--- config.mk ---
export PLATFORM = sky130hd
export DESIGN_NAME = display_mux_6dig
export DESIGN_NICKNAME = d
export VERILOG_FILES = /design/src/rtl/display_mux_6dig.sv
export SDC_FILE = /design/constraint.sdc
export NUM_CORES = 1
export LEC_CHECK = 0
export CORE_MARGIN = 1
export CORE_UTILIZATION = 30
export DETAILED_ROUTE_END_ITERATION = 8
export DONT_BUFFER_PORTS = 1
export REMOVE_ABC_BUFFERS = 1
export SYNTH_ARGS = -nofsm -noshare
export SYNTH_HDL_FRONTEND = slang
export SYNTH_SLANG_ARGS = --single-unit
--- constraint.sdc ---
create_clock -name clk -period 2.4 [get_ports clk]
set_clock_uncertainty 0.05 [all_clocks]
set_input_delay 0.12 -clock clk [delete_from_list [all_inputs] [get_ports clk]]
set_output_delay 0.12 -clock clk [all_outputs]
set_load 0.01 [all_outputs]
--- src/rtl/display_mux_6dig.sv ---
// Six-digit multiplexed 7-segment scanner for an HH:MM:SS clock.
// Inputs are snapshotted once per frame; outputs are registered with inter-digit blanking.
module display_mux_6dig #(
    parameter int SCAN_DIV  = 16667,
    parameter int BLANK_CYC = 2
) (
    input  logic       clk,
    input  logic       reset,
    input  logic [3:0] left_seconds_in,
    input  logic [3:0] right_seconds_in,
    input  logic [3:0] left_minutes_in,
    input  logic [3:0] right_minutes_in,
    input  logic [3:0] left_hours_in,
    input  logic [3:0] right_hours_in,
    input  logic       blank_lead_zero,
    output logic [6:0] seg_out,
    output logic       dp_out,
    output logic [5:0] an_out,
    output logic       frame_start
);

    localparam int              CW         = (SCAN_DIV > 1) ? $clog2(SCAN_DIV) : 1;
    localparam logic [CW-1:0]   PRESC_LAST = CW'(SCAN_DIV - 1);
    localparam logic [CW-1:0]   BLANK_END  = CW'(BLANK_CYC);
    localparam logic [2:0]      SLOT_LAST  = 3'd5;

    logic [CW-1:0]   presc;
    logic [2:0]      slot;
    logic [5:0][3:0] shadow;   // index = slot number
    logic            snap;

    logic [3:0] digit;
    logic       blank_now;
    logic [6:0] seg_next;
    logic [5:0] an_next;
    logic       dp_next;

    function automatic logic [6:0] decode(input logic [3:0] d);
        case (d)
            4'd0:    decode = 7'h40;
            4'd1:    decode = 7'h79;
            4'd2:    decode = 7'h24;
            4'd3:    decode = 7'h30;
            4'd4:    decode = 7'h19;
            4'd5:    decode = 7'h12;
            4'd6:    decode = 7'h02;
            4'd7:    decode = 7'h78;
            4'd8:    decode = 7'h00;
            4'd9:    decode = 7'h10;
            default: decode = 7'h3F;   // invalid BCD shows a dash
        endcase
    endfunction

    assign snap = (slot == 3'd0) && (presc == '0);

    // NOTE: sequential state uses non-blocking assignments so every register
    // samples the pre-edge values of its neighbours.
    always_ff @(posedge clk or negedge reset) begin
        if (!reset) begin
            presc       <= '0;
            slot        <= '0;
            // NOTE: the shadow bank is a handful of flops, not a RAM, so it is
            // cleared with everything else to give a known display after reset.
            shadow      <= '0;
            frame_start <= 1'b0;
        end else begin
            if (presc == PRESC_LAST) begin
                presc <= '0;
                slot  <= (slot == SLOT_LAST) ? 3'd0 : slot + 3'd1;
            end else begin
                presc <= presc + 1'b1;
            end
            if (snap) begin
                shadow <= {left_hours_in, right_hours_in, left_minutes_in,
                           right_minutes_in, left_seconds_in, right_seconds_in};
            end
            frame_start <= snap;
        end
    end

    // NOTE: every output of this block gets a default first so no latch is inferred.
    always_comb begin
        digit     = 4'd0;
        seg_next  = 7'h7F;
        an_next   = 6'h3F;
        dp_next   = 1'b1;
        case (slot)
            3'd0:    digit = shadow[0];
            3'd1:    digit = shadow[1];
            3'd2:    digit = shadow[2];
            3'd3:    digit = shadow[3];
            3'd4:    digit = shadow[4];
            3'd5:    digit = shadow[5];
            default: digit = 4'd0;
        endcase
        // Leading-zero suppression follows the live control, not the snapshot.
        blank_now = (presc < BLANK_END) ||
                    ((slot == SLOT_LAST) && blank_lead_zero && (shadow[5] == 4'd0));
        if (!blank_now) begin
            an_next  = ~(6'b000001 << slot);
            seg_next = decode(digit);
            dp_next  = !(((slot == 3'd2) || (slot == 3'd4)) && !shadow[0][0]);
        end
    end

    always_ff @(posedge clk or negedge reset) begin
        if (!reset) begin
            seg_out <= 7'h7F;
            an_out  <= 6'h3F;
            dp_out  <= 1'b1;
        end else begin
            seg_out <= seg_next;
            an_out  <= an_next;
            dp_out  <= dp_next;
        end
    end

endmodule
==> flow_summary.json, run 1 <==
{
  "synth_warnings": 0,
  "root_buffer": "clkbuf_8",
  "path_cells": "and2_1, ha_1, a221o_1, ha_1, a2111oi_1, a41oi_1",
  "antenna_found_initial": 0,
  "grt-ovfl-total": 0,
  "core_area_um2": 8760,
  "crit_fanout": 7,
  "initial_core_util_pct": 31.0,
  "cts_tree": "done",
  "n_antenna_cell": 0,
  "cp.required_ps": 2580,
  "ys_seq_area_share_pct": 53.1,
  "cts_setup_buffers": 0,
  "synth_top_area_cell": "dfrtp_1",
  "finalWirelength_um": 5630,
  "wl_per_cell_um": 15.2,
  "drcViolationCount": 0,
  "cp_common_cell": "ha_1",
  "endpoint_kind": "flip-flop",
  "final_cells": 370,
  "firstDrtPassIters": 4,
  "slew_headroom_pct": 71.1,
  "synth_edf_count": 0,
  "holdCritPathClass": "input port to flip-flop",
  "powerDensity_nw_per_um2": 643,
  "synthesis.area_um2": 2720,
  "synth_most_common_cell": "dfrtp_1",
  "cts_buffers": 9,
  "grtUsageTotal_pct": 13.1,
  "rows": 34,
  "cts_sinks": 57,
  "die_area_um2": 9450,
  "drv_cap": 0,
  "crit_type": "flip-flop to flip-flop",
  "slew_viol_final": 0,
  "status": "completed",
  "hold_viol_final": 0,
  "die_h_um": 97.2,
  "die_x_um": 97.2,
  "slowest_delay_ps": 470,
  "async_flop_share_pct": 100,
  "ant_nets": 0,
  "routed_via_density": 4.86,
  "place_congestion": 0.826,
  "design_area_um2": 3380,
  "cts_buffer_depth": 2,
  "areaGrowthSynthToFinish_pct": 24.3,
  "final_layout_size_suffix_gt1_share_pct": 21.8,
  "nets": 293,
  "vias": 1800,
  "io_pins": 42,
  "synthFlopType": "dfrtp_1",
  "grt_pass1_wl_um": 9580,
  "io_buffers": 0,
  "grt_pass1_vias": 1864,
  "synth.distinct_cells": 51,
  "place_ws_ps": 93.1,
  "power_leakage_nw": 1.39,
  "synthTopCellsByArea": "dfrtp_1 (40%), dfstp_2 (14%), mux2_1 (8.3%)",
  "min_period_ps": 2250,
  "placed_area_um2": 2860,
  "synthTopCellsByCount": "dfrtp_1 (43), mux2_1 (20), dfstp_2 (14), nand2_1 (13), nor2_1 (12)",
  "post-route-util_pct": 38.6,
  "ir_drop_mv": 0.344,
  "synth_top_area_share_pct": 39.6,
  "syn_inst": 219,
  "max_slew.worst_pin.slew_ps": 430,
  "worstPathArrival_ps": 2430,
  "synth_seq_cells": 57,
  "dr.first_iter.drc_count": 89,
  "dp_hpwl_um": 3880,
  "cts.reportedPaths.clkPinSlew_ps": 70,
  "dp.cells": 328,
  "setup_viol": 0,
  "setup_slack_ps": 151,
  "crit_slowest_cell": "dfrtp_1",
  "fmax_mhz": 445,
  "syn_area_per_cell_um2": 12.4,
  "fin_crit_sh_pct": 93.7,
  "grt_max_degree": 58,
  "cp-start-kind": "flip-flop",
  "power_w": 0.00217,
  "clkLatencyLatePin_ps": 340,
  "htree_num_levels": 3
}
[state kept, by name (all words and copies together), names as in the netlist]
register     flops
an_out           6
dp_out           1
frame_start      1
presc           15
seg_out          7
shadow          24
slot             3
[final timing paths]
check / startpoint / end / slack [ps] / cells past startpoint
max: slot[0]$_DFFE_PN0N_ / seg_out[2]$_DFF_PN1_ / 150 / 6
min: blank_lead_zero / an_out[0]$_DFF_PN1_ / 100 / 3
max reg2reg: slot[0]$_DFFE_PN0N_ / seg_out[2]$_DFF_PN1_ / 150 / 6
min reg2reg: presc[0]$_DFF_PN0_ / presc[0]$_DFF_PN0_ / 440 / 1
max in group asynchronous: reset / an_out[2]$_DFF_PN1_ / 1700 / 2
min in group asynchronous: reset / frame_start$_DFF_PN0_ / 300 / 2
[metal layers]
metal  track usage [%]  wire length, µm  vias to the layer above
met5                 0                0                        -
met4              4.98               93                        0
met3              4.96              271                        9
met2              18.9             2470                       47
met1              17.7             2800                      881
li1                  -                -                      863
[layout by cell type, fill, tap and decap left out, types with 3 or more instances in the layout]
cell / instances
dfrtp_1: 42
dlygate4sd3_1: 25
mux2_1: 20
dfstp_2: 14
nand2_1: 13
nor2_1: 12
clkbuf_8: 11
xnor2_1: 10
mux2i_1: 9
ha_1: 9
nand4_1: 7
buf_4: 7
inv_1: 6
nand3_1: 6
mux2_2: 6
nor3_1: 4
xor2_1: 4
a21oi_1: 3
o32a_1: 3
o21ai_0: 3
[final cells by class]
type                            instances  area [µm²]
Sequential cell                        57        1450
Clock buffer                           11         151
Fill cell                             868        5380
Inverter                                7        26.3
Multi-Input combinational cell        148        1190
Tap cell                              108         135
Clock inverter                          5        77.6
Timing Repair Buffer                   34         350
[metrics by stage]
step           setup TNS (ps)  hold WS, ps
4_1_cts                     0         85.3
3_5_place_dp                0         -222
3_3_place_gp                0         -222
5_1_grt                 -4.60          131
2_1_floorplan               0         -226
6_report                    0          103
[repair_timing]
item | CTS | global route
endpoints found under the hold margin | 81 | 0
hold buffers | 26 | 0
gates resized for setup | 0 | 4
endpoints found under the setup margin | 0 | 6
[where the power goes]
group	switching (W)	total [W]	internal, W
combinational	0.0000548	0.000120	0.0000657
clock	0.000394	0.00103	0.000637
sequential	0.0000227	0.00102	0.00100
[cells by family after synthesis]
group | share of synthesized area, %
AND/OR/NAND/NOR | 13.9
flip-flops | 53.1
multiplexers | 14.1
AO/OA/AOI/OAI | 6.81
XOR/XNOR | 4.51
buffers and inverters | 3.50
adder cells (fa/ha/maj) | 4.14
[critical path: cells and delay by family, from the launching register on]
family / cells / cell delay, ps
and+or+nand+nor: 1 / 200
adders and majority gates: 2 / 510
AOI/OAI and AO/OA: 3 / 920
DFF: 1 / 470
No activity file was read; power rests on OpenSTA's default activity.
==> inputs of run 2 (changes only) <==
--- a/config.mk
+++ b/config.mk
@@ -5,6 +5,7 @@
 export SDC_FILE = /design/constraint.sdc
 export NUM_CORES = 1
 export LEC_CHECK = 0
+export ABC_AREA = 1
 export CORE_MARGIN = 1
 export CORE_UTILIZATION = 30
 export DETAILED_ROUTE_END_ITERATION = 8
==> flow_summary.json, run 2 <==
{
  "status": "completed",
  "dp_hpwl_um": 4700,
  "ys_seq_area_share_pct": 48.2,
  "dp.cells": 493,
  "cts_resized": 0,
  "io_pins": 42,
  "synth_most_common_cell": "nand2_1",
  "slew_viol_final": 0,
  "worstRegToRegCells": 9,
  "min_period_ps": 2160,
  "syn_inst": 368,
  "fin_crit_sh_pct": 90.1,
  "max_slew.worst_pin.slew_ps": 414,
  "nets": 433,
  "hold_depth": 4,
  "crit_type": "flip-flop to flip-flop",
  "min-delay-start": "blank_lead_zero",
  "synth.distinct_cells": 28,
  "areaGrowthSynthToFinish_pct": 20.3,
  "min_to": "seg_out[4]$_DFF_PN1_",
  "wl_per_cell_um": 11.9,
  "cts_buffers": 9,
  "powerDensity_nw_per_um2": 587,
  "rr_endpoint": "seg_out[4]$_DFF_PN1_",
  "cts_buffer_depth": 2,
  "reg2reg_setup_slack_ps": 240,
  "cp.required_ps": 2610,
  "cts_tree": "done",
  "post-route-util_pct": 37.1,
  "regMostFlops": "shadow",
  "crit_fanout": 11,
  "ir_drop_mv": 0.270,
  "vias": 2348,
  "finalWirelength_um": 6360,
  "io_buffers": 0,
  "drcViolationCount": 0,
  "die_h_um": 102,
  "hold_ws_ps": 69.5,
  "synth_warnings": 0,
  "synthTopCellsByCount": "nand2_1 (87), inv_1 (69), dfrtp_1 (43), nor2_1 (30), nand3_1 (28)",
  "syn_area_per_cell_um2": 8.15,
  "synth_top_area_share_pct": 35.9,
  "grt_pass1_wl_um": 11100,
  "synth_top_area_cell": "dfrtp_1",
  "grt_pass1_vias": 2282,
  "grt_setup_unrepaired": "no",
  "initial_core_util_pct": 30.8,
  "cp-start-kind": "flip-flop",
  "grt-ovfl-total": 0,
  "r2r_start": "slot[2]$_DFFE_PN0N_",
  "drv_cap": 0,
  "cts.reportedPaths.clkPinSlew_ps": 70,
  "ant_nets": 0,
  "setup_viol": 0,
  "largest_register_ffs": 24,
  "synthFlopType": "dfrtp_1",
  "holdCritPathClass": "input port to flip-flop",
  "hold_viol_final": 0,
  "root_buffer": "clkbuf_8",
  "antenna_found_initial": 0,
  "clkLatencyLatePin_ps": 340,
  "final_cell_mix": "nand2_1 (87), inv_1 (69), dfrtp_1 (43), nor2_1 (30), nand3_1 (28)",
  "synth_edf_count": 0,
  "n_antenna_cell": 0,
  "top_regs": "shadow: 24 flops, presc: 15 flops, seg_out: 7 flops",
  "slew_headroom_pct": 72.3,
  "routed_via_density": 4.39,
  "htree_num_levels": 3,
  "dr.first_iter.drc_count": 128,
  "cts_sinks": 57,
  "layout_commonest_cell": "nand2_1",
  "synthTopCellsByArea": "dfrtp_1 (36%), dfstp_2 (12%), nand2_1 (11%)",
  "endpoint_kind": "flip-flop",
  "synthesis.area_um2": 3000,
  "fmax_mhz": 462,
  "synth_seq_cells": 57,
  "async_flop_share_pct": 100,
  "setup.worst_path.start": "slot[2]$_DFFE_PN0N_",
  "die_area_um2": 10400,
  "rows": 36,
  "final_cells": 535,
  "worstPathArrival_ps": 2370,
  "firstDrtPassIters": 4,
  "place_congestion": 0.912,
  "grt_max_degree": 58,
  "die_x_um": 102,
  "grtUsageTotal_pct": 13.9,
  "power_leakage_nw": 1.80,
  "final_layout_size_suffix_gt1_share_pct": 13.9,
  "core_area_um2": 9730
}
==> run 2: what timing repair did <==
action / in CTS / in global routing
hold buffers: 26 / 0
hold endpoints to repair: 81 / 0
setup buffers: 0 / 0
==> run 2: layout make-up <==
class,instances,area [µm²]
clock inverters,6,82.6
repair buffers,27,298
well taps,133,166
multi-input cells,229,1210
clock buffers,10,128
inverters,73,274
flip-flops and latches,57,1440
fillers,1023,6120
==> run 2: logic make-up after synthesis <==
group                    after synthesis  share of synthesized area (%)
AND/OR/NAND/NOR                      174                           26.1
AO/OA/AOI/OAI                         40                           8.93
adder cells (fa/ha/maj)                9                           3.76
XOR/XNOR                               6                           1.75
flip-flops                            57                           48.2
buffers and inverters                 82                           11.3
==> run 2: worst max-delay path by stage <==
| stage | to |
|---|---|
| 2_1_floorplan | shadow[11]$_DFFE_PN0P_ |
| 3_3_place_gp | seg_out[4]$_DFF_PN1_ |
| 4_1_cts | seg_out[4]$_DFF_PN1_ |
| 6_report | seg_out[4]$_DFF_PN1_ |
| 3_5_place_dp | seg_out[4]$_DFF_PN1_ |
| 5_1_grt | seg_out[5]$_DFF_PN1_ |
==> run 2: worst max-delay path, stage by stage (launching register included) <==
cell	delay (ps)
dfrtp_1	530
inv_2	150
ha_1	310
nand2_1	120
nand4_1	100
nor2_1	260
ha_1	210
nand3_1	100
a21oi_1	170
nand2_1	80
==> run 2: metal layers <==
layer / vias up / GRT usage (%) / part of all wire [%]
li1: 1207 / - / -
met1: 1082 / 19.2 / 49
met2: 51 / 20.7 / 45
met3: 8 / 3.76 / 4.3
met4: 0 / 5.60 / 1.3
met5: - / 0 / 0
==> run 2: metrics by stage <==
step                      instance area, µm²  total power, W  worst slack [ps]  TNS [ps]
after CTS                               3610         0.00214               252         0
after global routing                    3610         0.00221              16.7         0
after global placement                  3120         0.00110               396         0
after floorplan                         2930         0.00109              -259     -5880
after detailed placement                3120         0.00111               307         0
final                                   3610         0.00212               237         0
==> run 2: power by group <==
part / internal [W] / switching [W]
sequential: 0.00100 / 0.0000208
combinational: 0.0000589 / 0.0000657
clock: 0.000579 / 0.000392
